### config.mk
export PLATFORM = sky130hd
export DESIGN_NAME = ipm_bus_master_flat
export DESIGN_NICKNAME = d
export VERILOG_FILES = /design/src/rtl/ipm_bus_pkg.sv /design/src/rtl/ipm_bus_master_if.sv /design/src/rtl/ipm_bus_master_sync2.sv /design/src/rtl/ipm_bus_master.sv /design/src/flat_wrapper.sv
export SDC_FILE = /design/constraint.sdc
export NUM_CORES = 1
export LEC_CHECK = 0
export CAP_MARGIN = 20
export CORE_MARGIN = 2
export CORE_UTILIZATION = 39
export CTS_BUF_LIST = sky130_fd_sc_hd__clkbuf_4
export CTS_CLUSTER_DIAMETER = 200
export DETAILED_ROUTE_END_ITERATION = 16
export MAX_ROUTING_LAYER = met4
export PLACE_DENSITY = 0.8
export SLEW_MARGIN = 0
export SYNTH_ARGS = -nofsm -noshare
export SYNTH_HDL_FRONTEND = slang
export SYNTH_HIERARCHICAL = 1
export SYNTH_SLANG_ARGS = --single-unit
export TNS_END_PERCENT = 20
### constraint.sdc
create_clock -name clk -period 1.5 [get_ports clk]
set_clock_uncertainty 0.2 [all_clocks]
set_input_delay 0.3 -clock clk [delete_from_list [all_inputs] [get_ports clk]]
set_output_delay 0.3 -clock clk [all_outputs]
set_load 0.005 [all_outputs]
### src/rtl/ipm_bus_pkg.sv
// Shared types and sizing helpers for the IPM 8-bit MCU bus.
// Used by the bus master and by IPM-side logic.
package ipm_bus_pkg;

  localparam int IPM_ADDR_W = 4;
  localparam int IPM_DATA_W = 8;

  typedef enum logic [2:0] {
    ST_IDLE,
    ST_SETUP,
    ST_STROBE,
    ST_HOLD,
    ST_DONE
  } ipm_st_e;

  // Phase counter width: enough bits to hold the largest phase length.
  function automatic int ipm_cnt_w(
    input int s,
    input int t,
    input int h
  );
    int m;
    m = s;
    if (t > m) m = t;
    if (h > m) m = h;
    if (m < 1) m = 1;
    return $clog2(m + 1);
  endfunction

endpackage

### src/rtl/ipm_bus_master_if.sv
// Command handshake and IPM bus pins of the bus master.
// master = the initiator's view, slave = host/responder view.
interface ipm_bus_master_if;
  import ipm_bus_pkg::*;

  logic                  cmd_valid;
  logic                  cmd_ready;
  logic                  cmd_write;
  logic [IPM_ADDR_W-1:0] cmd_addr;
  logic [IPM_DATA_W-1:0] cmd_wdata;
  logic                  rsp_valid;
  logic [IPM_DATA_W-1:0] rsp_rdata;
  logic [IPM_ADDR_W-1:0] bus_addr;
  logic                  bus_rd;
  logic                  bus_wr;
  logic [IPM_DATA_W-1:0] bus_data_o;
  logic                  bus_data_oe;
  logic [IPM_DATA_W-1:0] bus_data_i;
  logic                  bus_int;
  logic                  irq_pending;
  logic                  irq_clr;

  modport master (
    input  cmd_valid,
    input  cmd_write,
    input  cmd_addr,
    input  cmd_wdata,
    input  bus_data_i,
    input  bus_int,
    input  irq_clr,
    output cmd_ready,
    output rsp_valid,
    output rsp_rdata,
    output bus_addr,
    output bus_rd,
    output bus_wr,
    output bus_data_o,
    output bus_data_oe,
    output irq_pending
  );

  modport slave (
    output cmd_valid,
    output cmd_write,
    output cmd_addr,
    output cmd_wdata,
    output bus_data_i,
    output bus_int,
    output irq_clr,
    input  cmd_ready,
    input  rsp_valid,
    input  rsp_rdata,
    input  bus_addr,
    input  bus_rd,
    input  bus_wr,
    input  bus_data_o,
    input  bus_data_oe,
    input  irq_pending
  );

endinterface

### src/rtl/ipm_bus_master_sync2.sv
// Two-flop synchronizer, async active-low reset, any width.
// Shared between the MCU-side master and the IPM side.
module ipm_sync2 #(
  parameter int W = 1
) (
  input  logic         clk,
  input  logic         rst_n,
  input  logic [W-1:0] i_d,
  output logic [W-1:0] o_q
);

  logic [W-1:0] r_s1;
  logic [W-1:0] r_s2;

  // Two register stages to settle metastability.
  always_ff @(posedge clk or negedge rst_n) begin
    if (!rst_n) begin
      r_s1 <= '0;
      r_s2 <= '0;
    end else begin
      r_s1 <= i_d;
      r_s2 <= r_s1;
    end
  end

  assign o_q = r_s2;

endmodule

### src/rtl/ipm_bus_master.sv
// IPM MCU-bus initiator: valid/ready command to timed RD/WR cycle.
// Define IPM_BM_IRQ_LATCH_EN for a sticky, clearable irq_pending.
import ipm_bus_pkg::*;

module ipm_bus_master #(
  parameter int SETUP_CYC  = 1,
  parameter int STROBE_CYC = 2,
  parameter int HOLD_CYC   = 1
) (
  input logic               clk,
  input logic               rst_n,
  ipm_bus_master_if.master  b
);

  if (SETUP_CYC < 1 || STROBE_CYC < 1 || HOLD_CYC < 1) begin : g_prm_chk
    $error("ipm_bus_master: phase lengths must be >= 1");
  end

  localparam int CW = ipm_cnt_w(SETUP_CYC, STROBE_CYC, HOLD_CYC);
  localparam logic [CW-1:0] S_LD = CW'(SETUP_CYC - 1);
  localparam logic [CW-1:0] T_LD = CW'(STROBE_CYC - 1);
  localparam logic [CW-1:0] H_LD = CW'(HOLD_CYC - 1);

  ipm_st_e               r_st;
  ipm_st_e               w_st_nx;
  logic [CW-1:0]         r_cnt;
  logic [CW-1:0]         w_cnt_nx;
  logic                  w_acc;
  logic                  w_last;
  logic                  w_act;
  logic                  w_cap;
  logic                  r_write;
  logic [IPM_ADDR_W-1:0] r_addr;
  logic [IPM_DATA_W-1:0] r_wdata;
  logic [IPM_DATA_W-1:0] r_rdata;
  logic                  w_int_s;

  assign w_acc  = (r_st == ST_IDLE) & b.cmd_valid;
  assign w_last = (r_cnt == '0);
  assign w_cap  = (r_st == ST_STROBE) & w_last & ~r_write;
  assign w_act  = (r_st == ST_SETUP)
                | (r_st == ST_STROBE)
                | (r_st == ST_HOLD);

  // State and phase counter registers.
  always_ff @(posedge clk or negedge rst_n) begin
    if (!rst_n) begin
      r_st  <= ST_IDLE;
      r_cnt <= '0;
    end else begin
      r_st  <= w_st_nx;
      r_cnt <= w_cnt_nx;
    end
  end

  // Next state; each phase reloads the counter and runs it down to 0.
  always_comb begin
    w_st_nx  = r_st;
    w_cnt_nx = r_cnt;
    unique case (r_st)
      ST_IDLE: begin
        if (w_acc) begin
          w_st_nx  = ST_SETUP;
          w_cnt_nx = S_LD;
        end
      end
      ST_SETUP: begin
        if (w_last) begin
          w_st_nx  = ST_STROBE;
          w_cnt_nx = T_LD;
        end else begin
          w_cnt_nx = r_cnt - 1'b1;
        end
      end
      ST_STROBE: begin
        if (w_last) begin
          w_st_nx  = ST_HOLD;
          w_cnt_nx = H_LD;
        end else begin
          w_cnt_nx = r_cnt - 1'b1;
        end
      end
      ST_HOLD: begin
        if (w_last) begin
          w_st_nx = ST_DONE;
        end else begin
          w_cnt_nx = r_cnt - 1'b1;
        end
      end
      ST_DONE: w_st_nx = ST_IDLE;
      default: w_st_nx = ST_IDLE;
    endcase
  end

  // Command capture on accept and read data capture at strobe end.
  always_ff @(posedge clk or negedge rst_n) begin
    if (!rst_n) begin
      r_write <= 1'b0;
      r_addr  <= '0;
      r_wdata <= '0;
      r_rdata <= '0;
    end else begin
      if (w_acc) begin
        r_write <= b.cmd_write;
        r_addr  <= b.cmd_addr;
        if (b.cmd_write) r_wdata <= b.cmd_wdata;
      end
      if (w_cap) r_rdata <= b.bus_data_i;
    end
  end

  assign b.cmd_ready   = (r_st == ST_IDLE);
  assign b.rsp_valid   = (r_st == ST_DONE);
  assign b.rsp_rdata   = r_rdata;
  assign b.bus_addr    = r_addr;
  assign b.bus_data_o  = r_wdata;
  assign b.bus_rd      = (r_st == ST_STROBE) & ~r_write;
  assign b.bus_wr      = (r_st == ST_STROBE) & r_write;
  assign b.bus_data_oe = w_act & r_write;

  ipm_sync2 #(.W(1)) u_int_sync (
    .clk   (clk),
    .rst_n (rst_n),
    .i_d   (b.bus_int),
    .o_q   (w_int_s)
  );

`ifdef IPM_BM_IRQ_LATCH_EN
  logic r_int_d;
  logic r_irq;

  // Sticky flag set on a synced rising edge; a set beats a clear.
  always_ff @(posedge clk or negedge rst_n) begin
    if (!rst_n) begin
      r_int_d <= 1'b0;
      r_irq   <= 1'b0;
    end else begin
      r_int_d <= w_int_s;
      if (w_int_s & ~r_int_d) r_irq <= 1'b1;
      else if (b.irq_clr)     r_irq <= 1'b0;
    end
  end

  assign b.irq_pending = r_irq;
`else
  logic w_unused;

  assign w_unused      = b.irq_clr;
  assign b.irq_pending = w_int_s;
`endif

endmodule

### src/flat_wrapper.sv
// flat-port wrapper written by rule: the top's interface ports become plain ports
module ipm_bus_master_flat 
#(
  parameter int SETUP_CYC  = 1,
  parameter int STROBE_CYC = 2,
  parameter int HOLD_CYC   = 1
)
  (clk, rst_n, b_cmd_valid, b_cmd_write, b_cmd_addr, b_cmd_wdata, b_bus_data_i, b_bus_int, b_irq_clr, b_cmd_ready, b_rsp_valid, b_rsp_rdata, b_bus_addr, b_bus_rd, b_bus_wr, b_bus_data_o, b_bus_data_oe, b_irq_pending);
  ipm_bus_master_if b_i ();
  input logic clk;
  input logic rst_n;
  input wire logic [$bits(b_i.cmd_valid)-1:0] b_cmd_valid;
  input wire logic [$bits(b_i.cmd_write)-1:0] b_cmd_write;
  input wire logic [$bits(b_i.cmd_addr)-1:0] b_cmd_addr;
  input wire logic [$bits(b_i.cmd_wdata)-1:0] b_cmd_wdata;
  input wire logic [$bits(b_i.bus_data_i)-1:0] b_bus_data_i;
  input wire logic [$bits(b_i.bus_int)-1:0] b_bus_int;
  input wire logic [$bits(b_i.irq_clr)-1:0] b_irq_clr;
  output wire logic [$bits(b_i.cmd_ready)-1:0] b_cmd_ready;
  output wire logic [$bits(b_i.rsp_valid)-1:0] b_rsp_valid;
  output wire logic [$bits(b_i.rsp_rdata)-1:0] b_rsp_rdata;
  output wire logic [$bits(b_i.bus_addr)-1:0] b_bus_addr;
  output wire logic [$bits(b_i.bus_rd)-1:0] b_bus_rd;
  output wire logic [$bits(b_i.bus_wr)-1:0] b_bus_wr;
  output wire logic [$bits(b_i.bus_data_o)-1:0] b_bus_data_o;
  output wire logic [$bits(b_i.bus_data_oe)-1:0] b_bus_data_oe;
  output wire logic [$bits(b_i.irq_pending)-1:0] b_irq_pending;
  assign b_i.cmd_valid = b_cmd_valid;
  assign b_i.cmd_write = b_cmd_write;
  assign b_i.cmd_addr = b_cmd_addr;
  assign b_i.cmd_wdata = b_cmd_wdata;
  assign b_i.bus_data_i = b_bus_data_i;
  assign b_i.bus_int = b_bus_int;
  assign b_i.irq_clr = b_irq_clr;
  assign b_cmd_ready = b_i.cmd_ready;
  assign b_rsp_valid = b_i.rsp_valid;
  assign b_rsp_rdata = b_i.rsp_rdata;
  assign b_bus_addr = b_i.bus_addr;
  assign b_bus_rd = b_i.bus_rd;
  assign b_bus_wr = b_i.bus_wr;
  assign b_bus_data_o = b_i.bus_data_o;
  assign b_bus_data_oe = b_i.bus_data_oe;
  assign b_irq_pending = b_i.irq_pending;
  ipm_bus_master #(.SETUP_CYC(SETUP_CYC), .STROBE_CYC(STROBE_CYC), .HOLD_CYC(HOLD_CYC)) u_core (.clk(clk), .rst_n(rst_n), .b(b_i));
endmodule
==> impl_metrics.env, run 1 <==
export IMPL_rsz0062_at_grt="yes"
export IMPL_cts_root_buffer="clkbuf_4"
export IMPL_num_rows=20
export IMPL_worstSetupPathType="reg -> reg"
export IMPL_arrival_ns=1.91
export IMPL_n_antenna_cell=0
export IMPL_routed_wirelength_mm=3.04
export IMPL_drtIter0Drc=7
export IMPL_setup_viol=28
export IMPL_n_fill_cell=214
export IMPL_grt_first_pass_wirelength_mm=4.97
export IMPL_post_route_period_util_pct=126
export IMPL_synth_nets=114
export IMPL_grt_pass1_vias=1016
export IMPL_ys_ff_latch=28
export IMPL_ys_warn_count=6
export IMPL_gr_usage_met2_pct=32.1
export IMPL_clockBufferDepth=2
export IMPL_cap_violations=0
export IMPL_gp_congestion=0.754
export IMPL_grtUsageMet1_pct=24.9
export IMPL_endpoint_kind="flop"
export IMPL_synth_area_per_cell_sq_um=14.2
export IMPL_power_total_mw=4.04
export IMPL_ioPinCount=52
export IMPL_p_leak_nw=0.928
export IMPL_io_buffers=50
export IMPL_antenna_found_initial=0
export IMPL_grt_use_total_pct=19.0
export IMPL_grt_overflow_total=0
export IMPL_netlist_instances=85
export IMPL_fp_dieW_um=59.7
export IMPL_clock_fmax_ghz=0.527
export IMPL_synth_seq_area_share_pct=58.0
export IMPL_timing_final_crit_period_ns=1.90
export IMPL_ant_nets=0
export IMPL_wl_per_cell_um=15.8
export IMPL_violations="negative setup slack"
export IMPL_powerDensity_mw_per_mm2=1970
export IMPL_report_final_slew_viol_count=0
export IMPL_relSlewSlack_pct=78.7
export IMPL_status="finished with violations"
export IMPL_hold_class="in -> async"
export IMPL_dp_hpwl_mm=2.09
export IMPL_critPathLaunchType="flop"
export IMPL_clock_latency_ns=0.32
export IMPL_fp_dieArea_sq_mm=0.00356
export IMPL_met3_usage_pct=1.95
export IMPL_h_tree_depth=1
export IMPL_worst_pin_slew_ns=0.319
export IMPL_area_delta_synth_final_pct=70.1
export IMPL_hold_slack_ns=0.0995
export IMPL_cts_tree="built"
export IMPL_floorplan_initialDensity_pct=40.2
export IMPL_drc=0
export IMPL_syn_area_sq_mm=0.00121
export IMPL_setup_slack_ns=-0.397
export IMPL_die_h_um=59.7
export IMPL_synth_top_area_share_pct=58.0
export IMPL_grt_start_max_net_pins=29
export IMPL_nets=190
export IMPL_dr_total_vias=948
export IMPL_numCtsBuffers=3
export IMPL_reg2reg_depth=6
export IMPL_ir_drop_v=0.000846
export IMPL_dr_pass1_iters=4
export IMPL_cts_hold_buffers=0
export IMPL_hold_violations=0
export IMPL_core_area_sq_mm=0.00300
export IMPL_cp_required_ns=1.51
export IMPL_path_clk_slew_ns=0.16
export IMPL_synth_area_leader_cell="dfrtp_1"
export IMPL_yosys_top_cells_area="dfrtp_1 (58%), mux2_2 (20%), nor4b_4 (3.9%)"
export IMPL_crit_fanout=7
export IMPL_drive_above_1_share_pct=46.9
export IMPL_clock_sinks=28
export IMPL_yosysUniqueCellTypes=22
export IMPL_via_per_inst=4.91
export IMPL_grt_busiest_layer="met2"
timing repair:
action,4_1_cts,5_1_grt
setup endpoints to repair,50,44
gates cloned,1,0
pin swaps,4,0
endpoints found under the hold margin,0,0
buffers inserted,8,0
resized for setup,70,22
synthesized netlist by cell type (all sizes together):
cell,n
nor2,3
a311oi,1
nor4b,3
a21oi,2
dfrtp,28
ha,3
and4b,1
clkbuf,4
o22ai,2
inv,3
mux2,21
and2,1
nand2,3
nor4bb,1
o21ai,2
nor3,3
mux2i,1
and3b,1
xor2,2
per-stage QoR:
stage	setup WS [ns]	instance area (sq um)	instances	TNS, ns	util (%)
final	-0.397	2060	193	-7.39	68.5
after global routing	-0.454	2060	193	-9.26	68.5
after floorplan	-0.119	1210	85	-1.98	-
after CTS	-0.360	2040	193	-7.00	67.9
after global placement	-0.341	1870	180	-7.11	62.2
after detailed placement	-0.426	1870	180	-8.53	62.2
layer usage:
layer	share of wire, %	wire (um)
met3	2.0	62
met1	43	1300
met5	0	0
met4	0.63	19
met2	54	1660
kinds of logic after synthesis:
kind of cell | count (synthesis) | share of synthesized area (%)
buf+inv | 7 | 2.17
mux | 22 | 20.4
fa+ha+maj | 3 | 3.11
flops | 28 | 58.0
xor+xnor | 2 | 1.45
compound gates | 7 | 3.42
simple gates | 16 | 11.5
registers in the layout, indices dropped and copies added (netlist names):
name	count
u_core/u_int_sync/o_q	1
u_core/r_write	1
u_core/r_st	3
u_core/b.bus_addr	4
u_core/u_int_sync/r_s1	1
u_core/r_cnt	2
u_core/b.bus_data_o	8
u_core/b.rsp_rdata	8
where the power goes:
group | switching, mW | internal (mW)
registers | 0.213 | 1.11
clock network | 0.215 | 0.270
logic | 0.880 | 1.35
cell usage in the layout, fill, tap and decap left out, types with 2 or more instances in the layout:
| cell | n |
|---|---|
| buf_4 | 17 |
| nor3_1 | 2 |
| xor2_1 | 2 |
| buf_6 | 6 |
| mux2_2 | 20 |
| ha_1 | 2 |
| dfrtp_1 | 25 |
| nand2_8 | 2 |
| clkbuf_2 | 6 |
| clkdlybuf4s15_1 | 15 |
| buf_2 | 3 |
| clkdlybuf4s50_1 | 24 |
| nor4b_4 | 3 |
| clkbuf_4 | 3 |
| nor2_1 | 2 |
| inv_1 | 3 |
| a21oi_1 | 2 |
| o22ai_1 | 2 |
| dfrtp_2 | 3 |
critical path, cell delays in order, from the launching register on:
cell	delay, ns
dfrtp_2	0.47
buf_6	0.13
buf_4	0.13
nor4b_4	0.24
buf_6	0.20
nand2_8	0.08
mux2_4	0.32
final timing paths:
path	start	endpoint	slack, ns
max	u_core/r_st[0]	u_core/b.bus_data_o[1]	-0.40
min	rst_n	u_core/r_st[0]	0.1
max reg2reg	u_core/r_st[0]	u_core/b.bus_data_o[1]	-0.40
min reg2reg	u_core/u_int_sync/r_s1	u_core/u_int_sync/o_q	0.17
max in group asynchronous	rst_n	u_core/r_st[1]	0.81
min in group clk	u_core/u_int_sync/r_s1	u_core/u_int_sync/o_q	0.17
layout make-up:
cell class                      count  area [sq um]  area share [%]
Clock buffer                        3          22.5            1.10
Clock inverter                      1          30.0            1.46
Inverter                            3          11.3           0.548
Multi-Input combinational cell     51           569            27.7
Sequential cell                    28           704            34.3
Tap cell                           33          41.3            2.01
Timing Repair Buffer               74           677            32.9
Note: power is estimated with default switching activity, not from simulation.
==> run 2: changes to the inputs <==
clock period = 1.6 ns   (was 1.5 ns; I/O delays follow)
==> run 2 against run 1 <==
Net effect: largest power group unchanged; sequential power down 8%; via count down 0.74%; clock power down 5.2%; the run still ends with negative setup slack left; combinational power down 7%; die area unchanged; cell area down 0.49%; non-clock buffer count up 1; global-route usage down 0.53 points; count of clock-buffer cells in the layout unchanged; worst hold slack better by 0.024 ns; utilization down 0.33 points; highest routed layer unchanged.
==> impl_metrics.env, run 2 (synthesized netlist as in run 1, its figures left out) <==
export IMPL_worstSetupPathType="reg -> out"
export IMPL_reg2reg_to="u_core/b.bus_data_o[3]"
export IMPL_routed_wirelength_mm=3.00
export IMPL_multi_input_comb_area_sq_um=546
export IMPL_cap_violations=0
export IMPL_slowest_delay_ns=0.47
export IMPL_sequentialPowerShare_pct=32.6
export IMPL_swShare_pct=32.4
export IMPL_post_route_period_util_pct=117
export IMPL_pre_cts_ws_ns=-0.344
export IMPL_relSlewSlack_pct=80.4
export IMPL_setup_slack_ns=-0.273
export IMPL_violations="negative setup slack"
export IMPL_ant_nets=0
export IMPL_fin_cells=193
export IMPL_grt_overflow_total=0
export IMPL_floorplan_initialDensity_pct=40.2
export IMPL_cts_root_buffer="clkbuf_4"
export IMPL_path_cells="buf_6 > nor4b_4 > buf_2"
export IMPL_crit_fanout=4
export IMPL_timing_final_crit_period_ns=1.87
export IMPL_power_total_mw=3.76
export IMPL_num_rows=20
export IMPL_ir_drop_v=0.000898
export IMPL_grt_pass1_vias=987
export IMPL_reg2reg_depth=6
export IMPL_nets=190
export IMPL_fp_dieArea_sq_mm=0.00356
export IMPL_rsz0062_at_grt="yes"
export IMPL_endpoint_kind="primary output"
export IMPL_grt_first_pass_wirelength_mm=4.76
export IMPL_combinationalPowerShare_pct=55.2
export IMPL_drc=0
export IMPL_h_tree_depth=1
export IMPL_dr_pass1_iters=2
export IMPL_numCtsBuffers=3
export IMPL_cts_hold_buffers=0
export IMPL_clockBufferDepth=2
export IMPL_clock_latency_ns=0.32
export IMPL_dp_hpwl_mm=2.03
export IMPL_gp_congestion=0.765
export IMPL_p_leak_nw=0.953
export IMPL_grt_start_max_net_pins=29
export IMPL_r2r_slack_ns=-0.25
export IMPL_switching_power_mw=1.22
export IMPL_clkPwrFrac_pct=12.2
export IMPL_dr_total_vias=941
export IMPL_crit_start="u_core/r_st[0]"
export IMPL_hold_class="in -> async"
export IMPL_critPathLaunchType="flop"
export IMPL_final_common_cell="dfrtp_1"
export IMPL_clock_fmax_ghz=0.534
export IMPL_dp_cells=177
export IMPL_n_antenna_cell=0
export IMPL_powerDensity_mw_per_mm2=1840
export IMPL_via_per_inst=4.88
export IMPL_report_final_slew_viol_count=0
export IMPL_regArea_sq_um=704
export IMPL_path_clk_slew_ns=0.15
export IMPL_hold_slack_ns=0.123
export IMPL_worst_pin_slew_ns=0.290
export IMPL_n_fill_cell=228
export IMPL_wl_per_cell_um=15.5
export IMPL_arrival_ns=1.35
export IMPL_hold_violations=0
export IMPL_setup_viol=28
export IMPL_timing_rr_start="u_core/r_st[0]"
export IMPL_grt_use_total_pct=18.5
export IMPL_internal_power_mw=2.54
export IMPL_io_buffers=50
export IMPL_area_delta_synth_final_pct=69.3
export IMPL_slowest_stage="dfrtp_2"
export IMPL_path_buf_inv=2
export IMPL_place_area_sq_mm=0.00185
export IMPL_cp_required_ns=1.08
export IMPL_cp_top_family="flip-flops"
export IMPL_ioPinCount=52
export IMPL_core_area_sq_mm=0.00300
export IMPL_final_cell_area_sq_mm=0.00205
export IMPL_cts_tree="built"
export IMPL_most_common_layout_cells="dfrtp_1 (25), clkdlybuf4s50_1 (24), dlygate4sd2_1 (21)"
export IMPL_drive_above_1_share_pct=43.1
export IMPL_die_h_um=59.7
export IMPL_status="finished with violations"
export IMPL_antenna_found_initial=0
export IMPL_drtIter0Drc=17
export IMPL_fp_dieW_um=59.7
export IMPL_clock_sinks=28
[run 2: changes by cell type in the layout (fill, tap and decap cells not counted), sizes merged]
cell	before	now
dlygate4sd2	0	21
clkdlybuf4s15	16	0
clkbuf	9	3
buf	28	30
nand2	4	3
[run 2: metal layers]
layer	up-vias	wire, um	GRT usage, %
li1	449	-	-
met1	477	1230	23.1
met2	13	1690	32.0
met3	2	51	1.95
met4	0	27	4.76
met5	-	0	-
[run 2: area by class of cell]
class	instances	area share [%]
Clock inverter	1	1.47
Timing Repair Buffer	75	33.8
Clock buffer	3	1.10
Multi-Input combinational cell	50	26.7
Tap cell	33	2.02
Sequential cell	28	34.4
Inverter	3	0.550
[run 2: how the worst max path moves through the flow]
stage | end | slack, ns | cells past startpoint
2_1_floorplan | u_core/b.bus_data_o[0] | -0.02 | 3
3_3_place_gp | u_core/b.bus_data_o[7] | -0.28 | 5
3_5_place_dp | u_core/b.bus_data_o[0] | -0.34 | 5
4_1_cts | b_bus_rd | -0.24 | 3
5_1_grt | b_bus_rd | -0.34 | 3
6_report | b_bus_rd | -0.27 | 3
[run 2: worst reg2reg max path: cells and delay by family (launching register included)]
family                 cells  cell delay, ns
and+or+nand+nor            2            0.31
muxes                      1            0.31
DFF                        1            0.47
buffers and inverters      3            0.48
[run 2: power by group through the flow]
stage | Sequential, mW | Clock, mW | Combinational [mW]
2_1_floorplan | 1.28 | 0 | 0.751
3_3_place_gp | 1.24 | 0 | 1.74
3_5_place_dp | 1.27 | 0 | 1.81
4_1_cts | 1.21 | 0.467 | 1.92
5_1_grt | 1.27 | 0.511 | 2.23
6_report | 1.22 | 0.460 | 2.07
[run 2: repair_timing]
| action | in CTS | in global routing |
|---|---|---|
| gates resized for setup | 57 | 10 |
| buffers inserted | 9 | 3 |
| pin swaps | 3 | 5 |
| endpoints found under the setup margin | 48 | 28 |
[run 2: through the flow]
stage                     TNS (ns)  util (%)
after global placement       -4.86      61.5
after floorplan             -0.151         -
final                        -5.66      68.1
after CTS                    -3.96      65.9
after detailed placement     -5.84      61.5
after global routing         -7.53      68.1
